### src/rtl/xswitch_pkg.sv
// xswitch_pkg
// Shared constants and types for the xswitch datapath. The ingress stage,
// the per-output arbiters and the testbench scoreboard all use these.
//   NUM_PORTS   : number of switch ports
//   ADDR_W      : width of a port address
//   DATA_W      : payload width
//   port_addr_t : a port address
//   xsw_entry_t : one buffered word, tagged with the input port it came from
package xswitch_pkg;

  localparam int NUM_PORTS = 4;
  localparam int ADDR_W    = $clog2(NUM_PORTS);
  localparam int DATA_W    = 8;

  typedef logic [ADDR_W-1:0] port_addr_t;

  typedef struct packed {
    port_addr_t        src;
    logic [DATA_W-1:0] data;
  } xsw_entry_t;

  // Next port index in round-robin order, wrapping at numPorts even when
  // numPorts is not a power of two.
  function automatic port_addr_t nextPort(input port_addr_t p, input int numPorts);
    return (p == port_addr_t'(numPorts - 1)) ? port_addr_t'(0) : port_addr_t'(p + 1'b1);
  endfunction

endpackage

### src/rtl/xswitch_out_arbiter_if.sv
// xswitch_out_arbiter_if
// Bundles the ingress request bus and the egress valid/ready bus seen by one
// output-port arbiter.
//   in_valid/in_addr/in_data : per-input requests, slice i at [i*W +: W]
//   in_ready                 : per-input grant, one-hot or zero
//   out_valid/out_data/out_src/out_ready : egress handshake
//   fifo_count               : output buffer occupancy
// The master modport drives requests and accepts output words; the slave
// modport is the arbiter.
interface xswitch_out_arbiter_if #(
  parameter int NUM_PORTS  = xswitch_pkg::NUM_PORTS,
  parameter int ADDR_W     = xswitch_pkg::ADDR_W,
  parameter int DATA_W     = xswitch_pkg::DATA_W,
  parameter int FIFO_DEPTH = 8
);

  logic [NUM_PORTS-1:0]        in_valid;
  logic [NUM_PORTS*ADDR_W-1:0] in_addr;
  logic [NUM_PORTS*DATA_W-1:0] in_data;
  logic [NUM_PORTS-1:0]        in_ready;

  logic                        out_valid;
  logic [DATA_W-1:0]           out_data;
  logic [ADDR_W-1:0]           out_src;
  logic                        out_ready;
  logic [$clog2(FIFO_DEPTH):0] fifo_count;

  modport master (
    output in_valid, in_addr, in_data, out_ready,
    input  in_ready, out_valid, out_data, out_src, fifo_count
  );

  modport slave (
    input  in_valid, in_addr, in_data, out_ready,
    output in_ready, out_valid, out_data, out_src, fifo_count
  );

endinterface

### src/rtl/xswitch_sync_fifo.sv
// xswitch_sync_fifo
// Synchronous first-word-fall-through FIFO: rdata always shows the entry at
// the read pointer, so a word pushed into an empty FIFO is visible on the
// next cycle.
//   clk, reset : clock and synchronous active-high reset
//   push/wdata : write request and data, ignored while full
//   pop        : read request, ignored while empty
//   rdata      : head entry (content undefined while empty)
//   full/empty : status flags
//   count      : occupancy, 0..DEPTH
module xswitch_sync_fifo #(
  parameter int WIDTH = 10,
  parameter int DEPTH = 8
) (
  input  logic                     clk,
  input  logic                     reset,
  input  logic                     push,
  input  logic                     pop,
  input  logic [WIDTH-1:0]         wdata,
  output logic [WIDTH-1:0]         rdata,
  output logic                     full,
  output logic                     empty,
  output logic [$clog2(DEPTH):0]   count
);

  localparam int PTR_W = $clog2(DEPTH);
  localparam int CNT_W = PTR_W + 1;

  logic [WIDTH-1:0] mem [DEPTH];
  logic [PTR_W-1:0] wrPtr_q, wrPtr_d;
  logic [PTR_W-1:0] rdPtr_q, rdPtr_d;
  logic [CNT_W-1:0] count_q, count_d;
  logic             doPush;
  logic             doPop;

  assign full   = (count_q == CNT_W'(DEPTH));
  assign empty  = (count_q == '0);
  assign count  = count_q;
  assign rdata  = mem[rdPtr_q];
  assign doPush = push && !full;
  assign doPop  = pop && !empty;

  // Next-state for pointers and occupancy; a simultaneous push and pop
  // leaves the count unchanged.
  always_comb begin
    wrPtr_d = wrPtr_q;
    rdPtr_d = rdPtr_q;
    count_d = count_q;
    if (doPush) begin
      wrPtr_d = wrPtr_q + 1'b1;
    end
    if (doPop) begin
      rdPtr_d = rdPtr_q + 1'b1;
    end
    case ({doPush, doPop})
      2'b10:   count_d = count_q + 1'b1;
      2'b01:   count_d = count_q - 1'b1;
      default: count_d = count_q;
    endcase
  end

  // Control state; reset discards everything buffered and blocks any
  // push or pop requested in the same cycle.
  always_ff @(posedge clk) begin
    if (reset) begin
      wrPtr_q <= '0;
      rdPtr_q <= '0;
      count_q <= '0;
    end else begin
      wrPtr_q <= wrPtr_d;
      rdPtr_q <= rdPtr_d;
      count_q <= count_d;
    end
  end

  // Storage is deliberately left unreset; stale entries are unreachable
  // once the pointers are cleared.
  always_ff @(posedge clk) begin
    if (doPush && !reset) begin
      mem[wrPtr_q] <= wdata;
    end
  end

endmodule

### src/rtl/xswitch_out_arbiter.sv
// xswitch_out_arbiter
// Per-output-port stage of the xswitch. Picks the inputs whose destination
// equals PORT_ID, grants one of them per cycle in round-robin order and
// buffers the accepted words in an FWFT FIFO feeding a valid/ready output.
//   clk, reset : clock and synchronous active-high reset
//   bus        : xswitch_out_arbiter_if slave modport carrying the request
//                bus (in_valid/in_addr/in_data/in_ready) and the output bus
//                (out_valid/out_data/out_src/out_ready/fifo_count)
// NUM_PORTS, ADDR_W and DATA_W must match xswitch_pkg because the buffered
// entry uses xsw_entry_t.
module xswitch_out_arbiter
  import xswitch_pkg::*;
#(
  parameter int NUM_PORTS  = xswitch_pkg::NUM_PORTS,
  parameter int ADDR_W     = xswitch_pkg::ADDR_W,
  parameter int DATA_W     = xswitch_pkg::DATA_W,
  parameter int PORT_ID    = 0,
  parameter int FIFO_DEPTH = 8
) (
  input logic                   clk,
  input logic                   reset,
  xswitch_out_arbiter_if.slave  bus
);

  localparam port_addr_t MY_ADDR = port_addr_t'(PORT_ID);

  logic [NUM_PORTS-1:0]          req;
  port_addr_t                    rrPtr_q;
  port_addr_t                    grantIdx;
  port_addr_t                    scanIdx;
  logic                          grantFound;
  logic                          grantOk;
  logic                          pushEn;
  logic                          popEn;
  logic                          fifoFull;
  logic                          fifoEmpty;
  logic [$clog2(FIFO_DEPTH):0]   fifoCount;
  xsw_entry_t                    wrEntry;
  xsw_entry_t                    rdEntry;

  // Request decode. in_valid gates the address compare so an undriven
  // address on an idle input cannot reach the grant.
  always_comb begin
    req = '0;
    for (int i = 0; i < NUM_PORTS; i++) begin
      req[i] = bus.in_valid[i] && (bus.in_addr[i*ADDR_W +: ADDR_W] == MY_ADDR);
    end
  end

  // Round-robin search starting just after the last granted port, so the
  // most recent winner has the lowest priority next time.
  always_comb begin
    grantFound = 1'b0;
    grantIdx   = rrPtr_q;
    scanIdx    = rrPtr_q;
    for (int k = 0; k < NUM_PORTS; k++) begin
      scanIdx = nextPort(scanIdx, NUM_PORTS);
      if (!grantFound && req[scanIdx]) begin
        grantFound = 1'b1;
        grantIdx   = scanIdx;
      end
    end
  end

  // Full blocks the grant even if the head is popped this cycle; there is
  // no bypass path from pop to push.
  assign grantOk = grantFound && !fifoFull && !reset;

  always_comb begin
    bus.in_ready = '0;
    if (grantOk) begin
      bus.in_ready[grantIdx] = 1'b1;
    end
  end

  assign pushEn       = |(bus.in_valid & bus.in_ready);
  assign popEn        = bus.out_valid && bus.out_ready;
  assign wrEntry.src  = grantIdx;
  assign wrEntry.data = bus.in_data[grantIdx*DATA_W +: DATA_W];

  // Round-robin pointer follows the last accepted port. Starting at
  // NUM_PORTS-1 gives port 0 first priority after reset.
  always_ff @(posedge clk) begin
    if (reset) begin
      rrPtr_q <= port_addr_t'(NUM_PORTS - 1);
    end else if (pushEn) begin
      rrPtr_q <= grantIdx;
    end
  end

  xswitch_sync_fifo #(
    .WIDTH ($bits(xsw_entry_t)),
    .DEPTH (FIFO_DEPTH)
  ) u_fifo (
    .clk   (clk),
    .reset (reset),
    .push  (pushEn),
    .pop   (popEn),
    .wdata (wrEntry),
    .rdata (rdEntry),
    .full  (fifoFull),
    .empty (fifoEmpty),
    .count (fifoCount)
  );

  // Output data is forced to zero while nothing is buffered so stale
  // storage never shows on the bus.
  assign bus.out_valid  = !fifoEmpty;
  assign bus.out_data   = fifoEmpty ? '0 : rdEntry.data;
  assign bus.out_src    = fifoEmpty ? '0 : rdEntry.src;
  assign bus.fifo_count = fifoCount;

endmodule

### src/flat_wrapper.sv
// flat-port wrapper written by rule: the top's interface ports become plain ports
module xswitch_out_arbiter_flat import xswitch_pkg::*;
#(
  parameter int NUM_PORTS  = xswitch_pkg::NUM_PORTS,
  parameter int ADDR_W     = xswitch_pkg::ADDR_W,
  parameter int DATA_W     = xswitch_pkg::DATA_W,
  parameter int PORT_ID    = 0,
  parameter int FIFO_DEPTH = 8
)
  (clk, reset, bus_in_valid, bus_in_addr, bus_in_data, bus_out_ready, bus_in_ready, bus_out_valid, bus_out_data, bus_out_src, bus_fifo_count);
  xswitch_out_arbiter_if #(.NUM_PORTS(NUM_PORTS), .ADDR_W(ADDR_W), .DATA_W(DATA_W), .FIFO_DEPTH(FIFO_DEPTH)) bus_i ();
  input logic clk;
  input logic reset;
  input wire logic [$bits(bus_i.in_valid)-1:0] bus_in_valid;
  input wire logic [$bits(bus_i.in_addr)-1:0] bus_in_addr;
  input wire logic [$bits(bus_i.in_data)-1:0] bus_in_data;
  input wire logic [$bits(bus_i.out_ready)-1:0] bus_out_ready;
  output wire logic [$bits(bus_i.in_ready)-1:0] bus_in_ready;
  output wire logic [$bits(bus_i.out_valid)-1:0] bus_out_valid;
  output wire logic [$bits(bus_i.out_data)-1:0] bus_out_data;
  output wire logic [$bits(bus_i.out_src)-1:0] bus_out_src;
  output wire logic [$bits(bus_i.fifo_count)-1:0] bus_fifo_count;
  assign bus_i.in_valid = bus_in_valid;
  assign bus_i.in_addr = bus_in_addr;
  assign bus_i.in_data = bus_in_data;
  assign bus_i.out_ready = bus_out_ready;
  assign bus_in_ready = bus_i.in_ready;
  assign bus_out_valid = bus_i.out_valid;
  assign bus_out_data = bus_i.out_data;
  assign bus_out_src = bus_i.out_src;
  assign bus_fifo_count = bus_i.fifo_count;
  xswitch_out_arbiter #(.NUM_PORTS(NUM_PORTS), .ADDR_W(ADDR_W), .DATA_W(DATA_W), .PORT_ID(PORT_ID), .FIFO_DEPTH(FIFO_DEPTH)) u_core (.clk(clk), .reset(reset), .bus(bus_i));
endmodule
### config.mk
export PLATFORM = sky130hd
export DESIGN_NAME = xswitch_out_arbiter_flat
export DESIGN_NICKNAME = d
export VERILOG_FILES = /design/src/rtl/xswitch_pkg.sv /design/src/rtl/xswitch_out_arbiter_if.sv /design/src/rtl/xswitch_sync_fifo.sv /design/src/rtl/xswitch_out_arbiter.sv /design/src/flat_wrapper.sv
export SDC_FILE = /design/constraint.sdc
export NUM_CORES = 1
export LEC_CHECK = 0
export CAP_MARGIN = 20
export CORE_MARGIN = 2
export CORE_UTILIZATION = 58
export CTS_CLUSTER_DIAMETER = 200
export DETAILED_ROUTE_END_ITERATION = 10
export GPL_TIMING_DRIVEN = 0
export HOLD_SLACK_MARGIN = 0.08
export PLACE_DENSITY = 0.85
export SLEW_MARGIN = 15
export SYNTH_ARGS = -nofsm -noshare
export SYNTH_HDL_FRONTEND = slang
export SYNTH_SLANG_ARGS = --single-unit
### constraint.sdc
create_clock -name clk -period 9.58 [get_ports clk]
set_clock_uncertainty 0.2 [all_clocks]
set_input_delay 0.958 -clock clk [delete_from_list [all_inputs] [get_ports clk]]
set_output_delay 0.958 -clock clk [all_outputs]
set_load 0.03 [all_outputs]
**Yosys cells after proc, flatten, opt, wreduce, memory -nomap -nowiden**

Memories as Yosys holds them, arrays and structs flattened. A register that Yosys moved wholly into a read port is not among the register bits.
Index checks and enable logic that the tools add are counted.

- Memories kept: 1
- Register bits after elaboration: 12
- Logic and storage cells: 85
- Bits in writable memories: 80

- Reductions and logical operators: 27
- Bitwise operators: 1
- Add/sub/neg operators: 8
- Multiplexer cells: 30
- Equal/unequal tests: 7
- $lt $le $gt $ge: 6
- Shift operators: 1

Memories:

| name | depth | width | read ports | clocked after Yosys merged registers in | wr ports | line | text |
|---|---|---|---|---|---|---|---|
| u_core.u_fifo.mem | 8 | 10 | 1 | 1 | 1 | xswitch_sync_fifo.sv:29 | `logic [WIDTH-1:0] mem [DEPTH];` |

Operators with widths:

| kind | number |
|---|---|
| $shiftx A32 B6 Y8 | 1 |
| $mux W2 | 9 |
| $lt A2 B3 Y1 const B | 5 |
| $logic_and A1 B1 Y1 | 14 |
| $mux W1 | 11 |
| $eq A2 B2 Y1 const B | 5 |
| $add A2 B1 Y2 const B | 4 |
| $bmux W1 S2 | 4 |
| $logic_not A2 Y1 | 4 |
| $mux W8 | 1 |
| $pmux W4 S2 | 1 |
| $add A3 B1 Y3 const B | 2 |
| $logic_not A1 Y1 | 6 |
| $mux W3 | 2 |
| $add A4 B1 Y4 const B | 1 |
| $and A4 B4 Y4 | 1 |
| $eq A4 B4 Y1 const B | 1 |
| $logic_not A4 Y1 | 1 |
| $mux W4 | 1 |
| $reduce_or A4 Y1 | 1 |
| $sub A4 B1 Y4 const B | 1 |
| $demux W1 S2 | 1 |
| $eq A2 B1 Y1 const B | 1 |
| $ge A2 B1 Y1 const B | 1 |
| $reduce_bool A2 Y1 | 1 |

**Longest topological paths before layout**

- Depth in word-level cells: 25
- Depth in mapped cells: 12
- Mapped depth without buffers: 12

**By module**

From an unflattened synthesis, not the netlist that was laid out.

- Cell total of the unflattened synthesis: 357
- Area total of the unflattened synthesis: 4842.1 µm²

Modules (own cells, without submodules):

| module | sequential area each (µm²) | cells each | area an instance (µm²) | times used |
|---|---|---|---|---|
| xswitch_sync_fifo | 2662.6 | 190 | 3659.8 | 1 |
| xswitch_out_arbiter | 40.0 | 167 | 1182.4 | 1 |

**Worst setup path before layout**

No wires, ideal clock.

- Kind: in2out
- Start point: input port bus_in_addr[7]
- End point: output port bus_in_ready[1]
- Required time: 8.422 ns
- Cell stages on the path: 7
- Path buffers: 1
- Data arrival time: 3.038 ns
- Setup slack: 5.384 ns
- Path through: or3b_1 buf_6 nand2_4 o22ai_4 or4_4 o2111ai_4 nor3b_1

- Cells in the longest elaborated chain, start to end: 19

Ends and longest elaborated chain:

| element | line | text |
|---|---|---|
| start, declared | flat_wrapper.sv:15 | `input wire logic [$bits(bus_i.in_addr)-1:0] bus_in_addr;` |
| $logic_not A2 Y1 * | xswitch_out_arbiter.sv:46 | `req[i] = bus.in_valid[i] && (bus.in_addr[i*ADDR_W +: ADDR_W] == MY_ADDR);` |
| $logic_and A1 B1 Y1 * | xswitch_out_arbiter.sv:46 |  |
| $bmux W1 S2 | xswitch_out_arbiter.sv:58 | `if (!grantFound && req[scanIdx]) begin` |
| $mux W1 (implied by the code) | xswitch_out_arbiter.sv:58 |  |
| $mux W1 | xswitch_out_arbiter.sv:58 |  |
| $logic_not A1 Y1 | xswitch_out_arbiter.sv:58 |  |
| $logic_and A1 B1 Y1 | xswitch_out_arbiter.sv:58 |  |
| $mux W1 | xswitch_out_arbiter.sv:58 |  |
| [... 3 more ...] | n/a |  |
| $logic_not A1 Y1 | xswitch_out_arbiter.sv:58 |  |
| $logic_and A1 B1 Y1 | xswitch_out_arbiter.sv:58 |  |
| $mux W2 | xswitch_out_arbiter.sv:58 |  |
| $lt A2 B3 Y1 (implied by the code) or $ge A2 B1 Y1 (tied branches) | xswitch_out_arbiter.sv:72 | `bus.in_ready[grantIdx] = 1'b1;` |
| $logic_and A1 B1 Y1 (implied by the code) | xswitch_out_arbiter.sv:72 |  |
| $mux W1 (implied by the code) | xswitch_out_arbiter.sv:72 |  |
| $demux W1 S2 | n/a |  |
| $mux W4 * | xswitch_out_arbiter.sv:71 | `if (grantOk) begin` |
| end, declared | flat_wrapper.sv:18 | `output wire logic [$bits(bus_i.in_ready)-1:0] bus_in_ready;` |

Every way passes the cells marked *; elsewhere a longest branch is shown, timed or not. The select of a mux whose other input is x is not followed.

**Worst setup path after layout**

- Start point: input port bus_in_addr[3]
- End point: output port bus_in_ready[1]

The elaborated chain is that of the path after synthesis.

==> reports/qor.yml <==
final_layout:
  final_core_util: 0.747
  layout-drive-gt1-share: 0.183
  diodes: 0
  syn2layout_area_growth_pct: 23.3
  final_common_cell: "edfxtp_1"
  final_cell_mix: "edfxtp_1, clkdlybuf4s50_1, mux2i_1"
  nets: 421
timing:
  finalCriticalPeriod_ps: 5120
  max_slew_margin: 0.266
  setup_violations: 0
  post-route-period-util: 0.534
  timing.setup.tns_ps: 0
  holdWs_ps: 369
  drv_slew: 0
  rsz0062_at_grt: "false"
  fmaxAchievable_mhz: 195
  finalHoldViolCount: 0
  tightestPinTransition_ps: 1100
floorplan:
  row_count: 31
  pin_count: 66
  start_util: 0.606
  core_um2: 7370
  die-height_um: 91.7
  die-area_um2: 8410
  die_x_um: 91.7
setup_path:
  path_class: "primary input to output pin"
  critPathRequiredTime_ps: 8420
  crit_chain: "clkdlybuf4s50_1 -> nor3b_4 -> nor2_1 -> a32oi_2 -> nor2b_1 -> inv_2 -> nor3b_1 -> clkdlybuf4s50_1"
  cp_top_family: "buffers and inverters"
  crit_buf_inv: 3
  critPathSlowestCell: "clkdlybuf4s50_1"
  cp_max_fo: 10
  worst_ep_arrival_time_ps: 3960
  crit_top_cell: "clkdlybuf4s50_1"
  worstSetupEndpointType: "output pin"
  slowest_delay_ps: 700
  start_kind: "primary input"
routing:
  drcViolationCount: 0
  vias_per_cell: 5.96
  ant_nets: 0
  wire_per_inst_um: 19.4
  vias: 2808
  wirelength_um: 9150
  drt-initial-drc-count: 290
  dr.pass1.iters: 4
clocking:
  clk_latency_ps: 350
  ctsHoldBuffers: 0
  h-tree-depth: 3
  cts_inserted_buffers: 9
  clockBufferDepth: 2
  cts_tree: "done"
  cts_setup_buffers: 0
  clk_pin_slew_ps: 90
  post_cts_resized: 0
  cts.sinks: 95
  clock-root-buffer: "clkbuf_8"
grt:
  overflow: 0
  track_usage: 0.233
  grt_max_degree: 19
  grt_pass1_wl_um: 14600
  first_global_vias: 2865
  grt_antenna_before_repair: 0
status:
  status: "complete, no violations"
power_and_ir_drop:
  max-vdd-ir-drop_mv: 0.120
  p_leak_nw: 1.87
  power.density_nw_per_um2: 237
logic_synthesis:
  synthesis.nets: 341
  yosys_most_used_dff: "edfxtp_1"
  synth_edf_count: 80
  synthArstFlopShare: 0
  synth-simple-area-share: 0.0992
  avgSynthCellArea_um2: 15.6
  synth_top_family_by_area: "multiplexers"
  netlist_area_um2: 4460
  ys_types: 51
  synth-xor-area-share: 0.0137
  yosys.area_share.adder: 0.0213
  synth.area.mux_share: 0.191
  synth-seq-cells: 95
  synth-compound-area-share: 0.0462
  ys_seq_area_frac: 0.605
  netlist_instances: 287
  synth_warnings: 0
placement:
  place_congestion: 0.801
  place.detailed.hpwl_um: 6550
  io_buffers: 65
run:
  drv_cap: 0
hold_path:
  hp-class: "register to register"
==> synthesized netlist by cell type (3+ instances only) <==
library cell,count,share of area
nor4_1,5,0.0070
edfxtp_1,80,0.54
mux4_2,21,0.11
ha_1,6,0.017
nor2_1,31,0.026
inv_1,5,0.0042
nor3_1,6,0.0067
a21oi_1,6,0.0067
xnor2_1,3,0.0059
dfxtp_1,15,0.067
mux2i_1,38,0.085
xor2_1,4,0.0078
nand2_1,7,0.0059
buf_6,3,0.0076
nand3_1,6,0.0067
nor2b_1,4,0.0056
clkbuf_1,6,0.0050
==> worst register-to-register path: stages, from the launching register on <==
cell	delay [ps]
dfxtp_1	380
ha_1	310
or2_1	230
buf_4	170
or3_4	380
a21oi_2	210
nor3_1	120
o2111ai_4	260
buf_6	240
mux2i_1	690
==> cell families after synthesis <==
family | count (synthesis)
AOI/OAI and AO/OA | 22
xor gates and xnor gates | 7
adders and majority gates | 7
buffers and inverters | 19
DFF | 95
muxes | 59
and+or+nand+nor | 78
==> sequential cells by signal (all words and copies together) (netlist names), named ones only <==
register               flops
u_core.u_fifo.wrPtr_q      3
u_core.u_fifo.mem         80
u_core.u_fifo.rdPtr_q      3
u_core.rrPtr_q             2
u_core.u_fifo.count        4
==> routing by layer <==
metal,vias up,GRT usage,wire (um)
met1,1377,0.292,3530
met3,22,0.0468,709
li1,1278,-,-
met4,0,0.0796,258
met5,-,0,0
met2,131,0.407,4650
==> metrics by stage <==
| stage | power (W) | instances | cell area, um^2 | setup slack [ps] |
|---|---|---|---|---|
| 5_1_grt | 0.00137 | 471 | 5510 | 4280 |
| 3_5_place_dp | 0.00105 | 455 | 5300 | 4540 |
| 3_3_place_gp | 0.00103 | 451 | 5240 | 4350 |
| 6_report | 0.00131 | 471 | 5510 | 4460 |
| 4_1_cts | 0.00131 | 471 | 5510 | 4490 |
| 2_1_floorplan | 0.000866 | 287 | 4460 | 5380 |
==> cell type report <==
cell class / instances / area (um^2)
flip-flops and latches: 95 / 2700
clock buffers: 9 / 124
plain buffers: 13 / 80.1
inverters: 6 / 22.5
well taps: 99 / 124
fillers: 472 / 1860
repair buffers: 69 / 681
multi-input cells: 173 / 1690
clock inverters: 7 / 86.3
==> final timing paths <==
path	start	end	slack, ps	depth (start not counted)
worst max-delay path	bus_in_addr[3]	bus_in_ready[1]	4460	8
worst min-delay path	u_core.u_fifo.count[3]	u_core.u_fifo.count[3]	370	2
worst max register to register	u_core.rrPtr_q[0]	u_core.u_fifo.mem[7][0]	6080	9
worst min register to register	u_core.u_fifo.count[3]	u_core.u_fifo.count[3]	370	2
==> report_power, final <==
| group | internal [W] | leakage (nW) | total (W) | switching [W] |
|---|---|---|---|---|
| clock network | 0.000126 | 0.104 | 0.000268 | 0.000142 |
| logic | 0.000222 | 0.927 | 0.000518 | 0.000296 |
| registers | 0.000498 | 0.842 | 0.000521 | 0.0000229 |
Power figures use the tool's default switching activity.
